===== config.mk =====
export PLATFORM = sky130hd
export DESIGN_NAME = mem_arbiter
export DESIGN_NICKNAME = d
export VERILOG_FILES = /design/src/rtl/mem_arbiter.sv
export SDC_FILE = /design/constraint.sdc
export NUM_CORES = 1
export LEC_CHECK = 0
export BUFFER_PORTS_ARGS = -buffer_cell sky130_fd_sc_hd__clkbuf_2
export CORE_AREA = 2 2 87 89
export CTS_CLUSTER_SIZE = 16
export DETAILED_ROUTE_END_ITERATION = 12
export DIE_AREA = 0 0 89 91
export PLACE_DENSITY = 0.74
export REMOVE_ABC_BUFFERS = 1
export SKIP_LAST_GASP = 1
export SYNTH_ARGS = -nofsm -noshare
export SYNTH_HDL_FRONTEND = slang
export SYNTH_SLANG_ARGS = --single-unit

===== constraint.sdc =====
create_clock -name clk -period 1.29 [get_ports clk]
set_clock_uncertainty 0.05 [all_clocks]
set_input_delay 0.0645 -clock clk [delete_from_list [all_inputs] [get_ports clk]]
set_output_delay 0.0645 -clock clk [all_outputs]
set_load 0.05 [all_outputs]

===== src/rtl/mem_arbiter.sv =====
// mem_arbiter: two-port (fetch/data) arbiter onto single-port memory with starvation guard.
// Define MEM_ARB_RMW_EN to honour d_be via read-modify-write partial stores.
`ifndef WORD
`define WORD 32
`endif
`ifndef ADDR
`define ADDR 16
`endif

module mem_arbiter #(
    parameter int STARVE_LIMIT = 4
) (
    input  logic              clk,
    input  logic              rst,
    input  logic              i_req,
    input  logic [`ADDR-1:0]  i_addr,
    output logic              i_gnt,
    output logic              i_rvalid,
    output logic [`WORD-1:0]  i_rdata,
    input  logic              d_req,
    input  logic              d_we,
    input  logic [`ADDR-1:0]  d_addr,
    input  logic [`WORD-1:0]  d_wdata,
    input  logic [3:0]        d_be,
    output logic              d_gnt,
    output logic              d_rvalid,
    output logic [`WORD-1:0]  d_rdata,
    output logic [`ADDR-1:0]  mem_a,
    output logic              mem_w,
    output logic [`WORD-1:0]  mem_d,
    input  logic [`WORD-1:0]  mem_q
);
    localparam int CW = $clog2(STARVE_LIMIT + 1);
    typedef enum logic {ACCEPT, RMW_WR} state_t;
    state_t state, state_nx;
    logic [CW-1:0] starve_cnt;
    logic rt_i, rt_d, rt_st, partial;
    logic [`ADDR-1:0] rmw_a;
    logic [`WORD-1:0] merged;
`ifdef MEM_ARB_RMW_EN
    logic [`WORD-1:0] rmw_wd;
    logic [3:0] rmw_be;
    always_comb begin
        merged = mem_q;
        for (int b = 0; b < 4; b++)
            if (rmw_be[b]) merged[8*b +: 8] = rmw_wd[8*b +: 8];
    end
    always_ff @(posedge clk)
        if (partial) begin
            rmw_a  <= d_addr;
            rmw_wd <= d_wdata;
            rmw_be <= d_be;
        end
    assign partial = d_gnt && d_we && d_be != 4'hF;
`else
    logic unused_be;
    assign unused_be = ^d_be;
    assign rmw_a = '0;
    assign merged = '0;
    assign partial = 1'b0;
`endif
    always_comb begin
        state_nx = ACCEPT;
        i_gnt = 1'b0;
        d_gnt = 1'b0;
        mem_a = '0;
        mem_w = 1'b0;
        mem_d = '0;
        if (!rst && state == RMW_WR) begin
            mem_a = rmw_a;
            mem_w = 1'b1;
            mem_d = merged;
        end else if (!rst) begin
            i_gnt = i_req && (!d_req || starve_cnt == CW'(STARVE_LIMIT));
            d_gnt = d_req && !i_gnt;
            state_nx = partial ? RMW_WR : ACCEPT;
            mem_a = i_gnt ? i_addr : d_gnt ? d_addr : '0;
            mem_w = d_gnt && d_we && !partial;
            mem_d = mem_w ? d_wdata : '0;
        end
    end
    always_ff @(posedge clk) begin
        if (rst) begin
            state <= ACCEPT;
            starve_cnt <= '0;
            rt_i <= 1'b0;
            rt_d <= 1'b0;
            rt_st <= 1'b0;
        end else begin
            state <= state_nx;
            starve_cnt <= (!i_req || i_gnt) ? '0 :
                          (d_gnt && starve_cnt != CW'(STARVE_LIMIT)) ? starve_cnt + 1'b1 : starve_cnt;
            rt_i <= i_gnt;
            rt_d <= (d_gnt && !partial) || state == RMW_WR;
            rt_st <= (d_gnt && d_we) || state == RMW_WR;
        end
    end
    // the tag drives responses one cycle after the grant, aligned with mem_q
    assign i_rvalid = rt_i && !rst;
    assign i_rdata  = i_rvalid ? mem_q : '0;
    assign d_rvalid = rt_d && !rst;
    assign d_rdata  = (d_rvalid && !rt_st) ? mem_q : '0;
endmodule


==> metrics.yaml, run 1 <==
outcome:
  status: "finished with violations"
  violations: "setup timing"
cts:
  cts_buffer_depth: 2
  cts_buffers: 3
  postCtsHoldBufs: 0
  cts_tree: "done"
  cts-root-buf: "clkbuf_8"
  h-tree-depth: 1
  clk_latency_ns: 0.22
  clock_sinks: 6
  path_clk_slew_ns: 0.04
die:
  placementRows: 31
  dieArea_um2: 8100
  fp.dieH_um: 91
  pin_count: 222
  core_um2: 7140
  start_util_pct: 23.5
  die_w_um: 89
synthesis:
  netlist_area_um2: 1680
  synth_top_area_share_pct: 23.9
  ys_warn_count: 0
  synth_xor_area_share_pct: 0
  synth_seq_cells: 6
  avgSynthCellArea_um2: 7.13
  synth_top_family_by_area: "simple AND/OR/NAND/NOR gates"
  synth_adder_area_share_pct: 1.49
  yosysTopAreaCell: "and2_1"
  synth-compound-area-share_pct: 7.24
  ys_seq_area_share_pct: 7.16
  synth.area.top_cells: "and2_1 (24%), nor3_2 (19%), nand3b_1 (14%), nand2_1 (7.4%), dfxtp_1 (7.2%)"
  muxShareOfSynthArea_pct: 0
  ys_types: 27
  syn_inst: 235
  yosys.area_share.simple_pct: 72.1
pwr:
  switching_share_pct: 46.5
  powerDensity_nw_per_um2: 377
  vdd_drop_max_uv: 288
  power_w: 0.00189
  p_seq_share_pct: 10.4
  leakage_nw: 2.25
  clockPowerShare_pct: 15.2
  internal-power_w: 0.00101
  net-switching-power_w: 0.000879
  pwr-share-comb_pct: 74.4
setup_path:
  arrival_ns: 1.55
  path_max_fanout: 5
  start_kind: "register"
  reg2reg_depth: 8
  slowest_delay_ns: 0.33
  cp_cell_sequence: "inv_2, ha_4, and3_4, clkbuf_16, nor3b_4, buf_8"
  slowest_stage: "dfxtp_2"
  cp_data_required_time_ns: 1.18
  critical_path_class: "register to output pin"
  end_kind: "output pin"
place:
  port_buffers: 217
  dpl.cell_count: 539
  dpl_cell_area_um2: 3040
  place_congestion: 0.833
  dp.final_hpwl_mm: 5.87
timing:
  period_needed_ns: 1.66
  final-setup-viol-count: 115
  finalSetupTns_ns: -22.01
  hold_viol_final: 0
  drv_slew: 0
  rsz0062_at_grt: "true"
  slew_headroom_pct: 76.2
  fin_ws_ns: -0.372
  min_period_over_period_pct: 129
  fmax_mhz: 602
  worstMarginPinSlew_ns: 0.357
routing:
  finalWirelength_mm: 10.9
  via_per_inst: 4.90
  vias: 2767
  drtPass1Iterations: 5
  antenna_left: 0
  avgRoutedWirePerCell_um: 19.2
  remaining_drc_errors: 0
  drtIter0Drc: 100
grt:
  grt_pass1_wl_mm: 13.6
  grtUsageTotal_pct: 21.1
  grt_overflow_total: 0
  grt_max_degree: 34
  grt_pass1_vias: 2659
  antenna_found_initial: 1
layout:
  area_growth_syn_to_layout_pct: 199
  drive_gt1_share_pct: 83.0
  final_cell_mix: "clkbuf_2 (101), buf_8 (95), and2_4 (64), nand2_1 (33), nor3_4 (32)"
  utilization_pct: 70.2
  mostFrequentLayoutCell: "clkbuf_2"
  nNetsFinal: 574
  stdcell_area_um2: 5010
  fin_cells: 565
  fillCellCount: 492
run:
  cap_violations: 0
worst_hold_path:
  min_path_cells: 4
  min_path_type: "input pin to register"
## metal layers
| metal | global-route usage, % | up-vias | wire [um] |
|---|---|---|---|
| met2 | 40.0 | 165 | 5960 |
| met4 | 8.08 | 0 | 415 |
| met3 | 4.36 | 32 | 886 |
| li1 | - | 1263 | - |
| met5 | 0 | - | 0 |
| met1 | 22.0 | 1307 | 3610 |
## logic make-up (layout without fill, tap and decap cells)
| family | count (synthesis) | count (layout) |
|---|---|---|
| AOI/OAI and AO/OA | 18 | 18 |
| adders and majority gates | 2 | 2 |
| buffers and inverters | 33 | 262 |
| DFF | 6 | 6 |
| other | 0 | 1 |
| and+or+nand+nor | 176 | 177 |
## cell usage after synthesis
cell and instances:
and2_1 64, nand2_1 33, nor3_2 32, nand3b_1 31, o22ai_1 15, buf_2 8, clkbuf_1 8, buf_6 6
dfxtp_1 6, buf_4 5, nor2_1 4, clkbuf_2 3, inv_1 3, ha_1 2, nand2b_1 2, nor3b_2 2
a211oi_1 1, a21boi_2 1, and2b_1 1, and3_1 1, and4b_1 1, nand2b_4 1, nor2b_1 1, nor3b_1 1
nor3b_4 1, o32ai_1 1, or3b_1 1
## metrics by stage
stage,worst slack (ns),hold slack [ns]
3_5_place_dp,-0.328,0.422
5_1_grt,-0.422,0.324
2_1_floorplan,-1.77,0.134
6_report,-0.372,0.298
4_1_cts,-0.376,0.246
3_3_place_gp,-0.303,0.419
## worst max-delay path: cells and delay by family, from the launching register on
family                   cells  cell delay [ns]
AND/OR/NAND/NOR              2             0.43
buffers and inverters        3             0.40
flip-flops                   1             0.33
adder cells (fa/ha/maj)      1             0.16
## registers in the layout, summed over array words and instances, names as in the netlist
register    cells
rt_d            1
starve_cnt      3
rt_st           1
rt_i            1
## layout make-up
cell class,instances,area (um2),area share (%)
inverter,3,11.3,0.225
sequential,6,125,2.50
antenna,1,2.50,0.0499
multi-input combinational,197,1880,37.6
clock buffer,3,41.3,0.824
tap,99,124,2.47
timing repair buffer,256,2830,56.4
## worst paths after layout
kind,startpoint,endpoint,slack [ns]
setup / recovery,starve_cnt[0]$_SDFFE_PP0P_,mem_w,-0.37
hold / removal,i_req,starve_cnt[2]$_SDFFE_PP0P_,0.30
setup reg to reg,starve_cnt[0]$_SDFFE_PP0P_,starve_cnt[0]$_SDFFE_PP0P_,-0.21
hold reg to reg,starve_cnt[0]$_SDFFE_PP0P_,starve_cnt[0]$_SDFFE_PP0P_,0.48
## power groups by stage
stage                     logic (W)  registers [W]  clock network [W]
final                       0.00141       0.000196           0.000288
after global routing        0.00147       0.000196           0.000309
after CTS                   0.00119       0.000196           0.000289
after detailed placement   0.000970       0.000198                  0
after global placement     0.000955       0.000198                  0
after floorplan            0.000565       0.000198                  0
## what timing repair did
action                                 CTS  global route
gates cloned                             4            10
gates resized for setup                256           206
setup buffers                            4             4
setup endpoints to repair              119           121
endpoints found under the hold margin    0             0
pin swaps                               14            71
No activity file was read; power rests on OpenSTA's default activity.
==> inputs of run 2 (changes only) <==
- CORE_AREA: 2 2 87 89 -> 2 2 85 87
- CTS_BUF_LIST: default -> sky130_fd_sc_hd__clkbuf_4
- DIE_AREA: 0 0 89 91 -> 0 0 87 89
- PLACE_DENSITY: 0.74 -> 0.76
==> run 2 against run 1 <==
The run still ends with setup timing left. Routed wire length grew 2.5%. Largest cell class unchanged. Cell count shrank 3.0%. Critical path depth unchanged. Critical endpoint is now mem_d[23]. Fmax decreased by 3.1%. Global-route usage increased by 2.9 points. Sequential power about the same. Die area fell by 4.4%. Utilization grew 7.6 points.
==> metrics.yaml, run 2 (synthesis results as in run 1) <==
layout:
  final_cell_mix: "clkbuf_2 (101), and2_4 (57), buf_8 (57), nand2_1 (33), clkbuf_16 (32)"
  fin_cells: 548  # -3.0%
  fillCellCount: 372  # -24%
  regMostFlops: "starve_cnt"
  drive_gt1_share_pct: 82.2  # -0.82 points
  nNetsFinal: 575  # +0.17%
  area_growth_syn_to_layout_pct: 212
  mostFrequentLayoutCell: "clkbuf_2"
  largest_reg_flops: 3  # unchanged
  stdcell_area_um2: 5230  # +4.3%
place:
  dp.final_hpwl_mm: 5.42  # -7.6%
  place_congestion: 0.756  # -9.2%
  port_buffers: 217  # unchanged
  dpl.cell_count: 522  # -3.2%
  dpl_cell_area_um2: 3080  # +1.2%
setup_path:
  rrSetupSlack_ns: -0.06  # +0.15 ns
  end_kind: "output pin"
  critical_path_class: "register to output pin"
  path_max_fanout: 6  # +1
  start_kind: "register"
  arrival_ns: 1.60  # +0.05 ns
  cp_data_required_time_ns: 1.18  # about the same
timing:
  rsz0062_at_grt: "true"
  final-setup-viol-count: 120  # +4.3%
  worstMarginPinSlew_ns: 0.322  # -0.0349 ns
  fin_ws_ns: -0.426  # -0.0540 ns
  min_period_over_period_pct: 133  # +4.2 points
  finalSetupTns_ns: -26.59  # -4.57 ns
  hold_slack_ns: 0.139  # -0.159 ns
  drv_slew: 0  # unchanged
  slew_headroom_pct: 78.6  # +2.4 points
  hold_viol_final: 0  # unchanged
  period_needed_ns: 1.72  # +0.0540 ns
  fmax_mhz: 583  # -3.1%
cts:
  cts-root-buf: "clkbuf_4"
  cts_buffer_depth: 2  # unchanged
  cts_buffers: 3  # unchanged
  clk_latency_ns: 0.25  # +0.03 ns
  clock_sinks: 6  # unchanged
  postCtsHoldBufs: 0  # unchanged
  path_clk_slew_ns: 0.05  # about the same
  h-tree-depth: 1  # unchanged
  cts_tree: "done"
routing:
  via_per_inst: 5.03  # +2.7%
  avgRoutedWirePerCell_um: 20.3  # +5.6%
  drtIter0Drc: 70  # -30%
  remaining_drc_errors: 0  # unchanged
  vias: 2757  # -0.36%
  drtPass1Iterations: 4  # -1
  finalWirelength_mm: 11.1  # +2.5%
  antenna_left: 0  # unchanged
run:
  cap_violations: 0  # unchanged
die:
  start_util_pct: 25.0  # +1.5 points
  dieArea_um2: 7740  # -4.4%
  die_w_um: 87  # -2.2%
  core_um2: 6720  # -5.9%
  placementRows: 30  # -3.2%
  fp.dieH_um: 89  # -2.2%
  pin_count: 222  # unchanged
pwr:
  power_w: 0.00183  # -3.5%
  powerDensity_nw_per_um2: 349  # -7.5%
  vdd_drop_max_uv: 271  # -6.0%
  leakage_nw: 2.33  # +3.4%
outcome:
  violations: "setup timing"
  status: "finished with violations"
grt:
  grt_max_degree: 25  # -26%
  grt_overflow_total: 0  # unchanged
  grt_pass1_wl_mm: 14.4  # +5.9%
  grt_pass1_vias: 2689  # +1.1%
  antenna_found_initial: 2  # +1
  grtUsageTotal_pct: 24.1  # +2.9 points
worst_hold_path:
  min_path_type: "input pin to register"
-- run 2: layout make-up --
| class | count | area [um2] | share of cell area [%] |
|---|---|---|---|
| multi-input cells | 197 | 1890 | 36.2 |
| flip-flops and latches | 6 | 125 | 2.39 |
| repair buffers | 257 | 3070 | 58.7 |
| inverters | 3 | 11.3 | 0.215 |
| clock buffers | 3 | 22.5 | 0.431 |
| diodes | 2 | 5.00 | 0.0957 |
| well taps | 80 | 100 | 1.91 |
-- run 2: metal layers --
metal	global-route usage (%)	wire length [um]
met1	25.5	3930
met2	47.4	6170
met3	4.43	726
met4	8.10	318
met5	0	0
-- run 2: final timing paths --
check,startpoint,end,depth (start not counted)
max,starve_cnt[0]$_SDFFE_PP0P_,mem_d[23],6
min,d_we,rt_st$_SDFF_PP0_,2
max reg2reg,starve_cnt[0]$_SDFFE_PP0P_,starve_cnt[0]$_SDFFE_PP0P_,6
min reg2reg,starve_cnt[0]$_SDFFE_PP0P_,starve_cnt[0]$_SDFFE_PP0P_,2
-- run 2: timing repair --
action	CTS	global route
gates cloned	9	6
setup endpoints to repair	118	121
gates resized for setup	308	147
buffers inserted	9	5
pin swaps	47	53
-- run 2: worst max-delay path, cell delays in order, from the launching register on --
cell and delay, ns:
dfxtp_2 0.33, inv_2 0.04, ha_4 0.16, and3_4 0.21
buf_12 0.16, nor3_2 0.22, clkbuf_8 0.22
-- run 2: through the flow --
step / setup slack (ns) / util (%)
2_1_floorplan: -1.77 / -
3_3_place_gp: -0.303 / 45.8
3_5_place_dp: -0.343 / 45.8
4_1_cts: -0.434 / 72.6
5_1_grt: -0.479 / 77.8
6_report: -0.426 / 77.8
-- run 2: report_power, final --
part	total [W]	switching, W	internal, W
Clock	0.000183	0.0000770	0.000106
Combinational	0.00145	0.000798	0.000649
Sequential	0.000195	0.00000294	0.000192
Total	0.00183	0.000878	0.000948
==> inputs of run 3 (changes only) <==
- CORE_AREA: 2 2 85 87 -> 2 2 86 88
- CTS_CLUSTER_DIAMETER: default -> 40
- DIE_AREA: 0 0 87 89 -> 0 0 88 90
- PLACE_DENSITY: 0.76 -> 0.72
- clock period: 1.29 -> 1.7 ns (I/O delays scaled with it)
==> run 3 against run 2 <==
Worst hold slack improved by 0.14 ns. Cell area decreased by 27%. Global-route usage decreased by 5.9 points. Sequential power decreased by 24%. Largest power group unchanged. First-iteration DRC count increased by 17%. Non-clock buffer count decreased by 20. Clock power decreased by 30%. Highest routed layer unchanged. Sequential share of layout area increased by 0.84 points. Cell count decreased by 0.36%. Critical path depth unchanged. Die area increased by 2.3%. The run still ends with setup timing left. Routed wire length decreased by 26%.
==> metrics.yaml, run 3 (synthesis results as in run 1) <==
cts:
  cts-root-buf: "clkbuf_4"
  postCtsHoldBufs: 0  # unchanged
  cts_tree: "done"
  path_clk_slew_ns: 0.04  # about the same
  cts_buffer_depth: 2  # unchanged
  cts_buffers: 3  # unchanged
  clk_latency_ns: 0.24  # about the same
  h-tree-depth: 1  # unchanged
  clock_sinks: 6  # unchanged
pwr:
  leakage_nw: 1.83  # -21%
  vdd_drop_max_uv: 194  # -28%
  powerDensity_nw_per_um2: 295  # -16%
routing:
  via_per_inst: 4.62  # -8.3%
  avgRoutedWirePerCell_um: 15.1  # -26%
  drtPass1Iterations: 4  # unchanged
  vias: 2520  # -8.6%
  antenna_left: 0  # unchanged
  remaining_drc_errors: 0  # unchanged
  finalWirelength_mm: 8.26  # -26%
  drtIter0Drc: 82  # +17%
die:
  dieArea_um2: 7920  # +2.3%
  core_um2: 7020  # +4.5%
  fp.dieH_um: 90  # +1.1%
  die_w_um: 88  # +1.1%
  pin_count: 222  # unchanged
  placementRows: 31  # +3.3%
  start_util_pct: 23.9  # -1.1 points
grt:
  grt_overflow_total: 0  # unchanged
  grt_pass1_vias: 2251  # -16%
  antenna_found_initial: 0  # -2
  grt_max_degree: 38  # +52%
  grt_pass1_wl_mm: 11.5  # -20%
  grtUsageTotal_pct: 18.2  # -5.9 points
timing:
  min_period_over_period_pct: 102
  fin_ws_ns: -0.0307  # +0.396 ns
  slew_headroom_pct: 41.5  # -37 points
  period_needed_ns: 1.73
  fmax_mhz: 578
  hold_viol_final: 0  # unchanged
  worstMarginPinSlew_ns: 0.877  # +0.556 ns
  final-setup-viol-count: 12  # -90%
  drv_slew: 0  # unchanged
  rsz0062_at_grt: "true"
layout:
  area_growth_syn_to_layout_pct: 126
  drive_gt1_share_pct: 64.4  # -18 points
  final_cell_mix: "clkbuf_2 (158), and2_1 (64), nand2_1 (33), nand3b_1 (31), nor3_4 (27)"
  mostFrequentLayoutCell: "clkbuf_2"
  diodes: 0  # -2
  largest_reg_flops: 3  # unchanged
  fin_cells: 546  # -0.36%
  regMostFlops: "starve_cnt"
  nNetsFinal: 556  # -3.3%
setup_path:
  path_max_fanout: 6  # unchanged
  arrival_ns: 1.60  # about the same
  cp_num_buf_inv: 3  # unchanged
  crit_family: "buffers and inverters"
  start_kind: "register"
  cp_data_required_time_ns: 1.56  # +0.38 ns
  cp_cell_sequence: "inv_2, ha_4, and3_4, buf_16, nor3_2, clkbuf_8"
  slowest_stage: "dfxtp_2"
  critical_path_class: "register to output pin"
  slowest_delay_ns: 0.33  # about the same
  end_kind: "output pin"
run:
  cap_violations: 0  # unchanged
worst_hold_path:
  min_path_type: "input pin to register"
place:
  port_buffers: 217  # unchanged
  place_congestion: 0.892  # +18%
  dpl.cell_count: 531  # +1.7%
  dp_worst_setup_slack_ns: 0.0457  # +0.389 ns
  dp.final_hpwl_mm: 5.35  # -1.4%
outcome:
  status: "finished with violations"
  violations: "setup timing"
run 3: changes by cell type in the layout (fill, tap and decap cells not counted), moves of 15 or more:
cell       previous run  this run
and2_4               57         0
clkbuf_2            101       158
buf_8                57        22
buf_6                21         6
clkbuf_16            32         3
and2_1                7        64
run 3: tightest hold or removal path: stages:
cell,delay (ns)
clkbuf_2,0.11
buf_4,0.21
inv_1,0.07
a211oi_1,0.04
run 3: area by class of cell:
class                           count  area (um2)
Multi-Input combinational cell    198        1600
Inverter                            3        11.3
Sequential cell                     6         123
Clock buffer                        3        22.5
Timing Repair Buffer              237        1920
Tap cell                           99         124
Fill cell                         628        3230
run 3: worst paths after layout:
kind              cells after the start                       start                         end  slack [ns]
hold reg to reg                       2  starve_cnt[0]$_SDFFE_PP0P_  starve_cnt[0]$_SDFFE_PP0P_        0.47
setup reg to reg                      6  starve_cnt[0]$_SDFFE_PP0P_            rt_st$_SDFF_PP0_        0.31
hold / removal                        4                       i_req  starve_cnt[2]$_SDFFE_PP0P_        0.28
setup / recovery                      6  starve_cnt[0]$_SDFFE_PP0P_                   mem_d[16]       -0.03
run 3: timing repair:
item / CTS / global route
buffers inserted: 1 / 1
setup endpoints to repair: 51 / 51
resized for setup: 106 / 67
pin swaps: 2 / 25
cloned: 4 / 6
run 3: stage by stage:
step                      instance area [um2]  total power (W)  util, %  hold slack (ns)  setup TNS (ns)
after floorplan                          1490         0.000579        -            0.154          -50.59
after global placement                   2930         0.000847     41.8            0.456               0
after detailed placement                 2930         0.000856     41.8            0.458               0
after CTS                                3500          0.00106     49.9            0.244           -1.36
after global routing                     3790          0.00119     54.0            0.291           -2.45
final                                    3790          0.00112     54.0            0.282          -0.180
run 3: layer usage:
| metal | vias to the layer above | track usage [%] | routed length (um) |
|---|---|---|---|
| met3 | 27 | 3.31 | 583 |
| li1 | 1232 | - | - |
| met1 | 1113 | 20.1 | 2910 |
| met5 | - | 0 | 0 |
| met2 | 148 | 34.0 | 4440 |
| met4 | 0 | 5.77 | 320 |
run 3: report_power, final:
part           switching, W  internal, W  total [W]
clock             0.0000480    0.0000796   0.000128
sequential       0.00000219     0.000146   0.000148
combinational      0.000525     0.000317   0.000842
total              0.000575     0.000542    0.00112
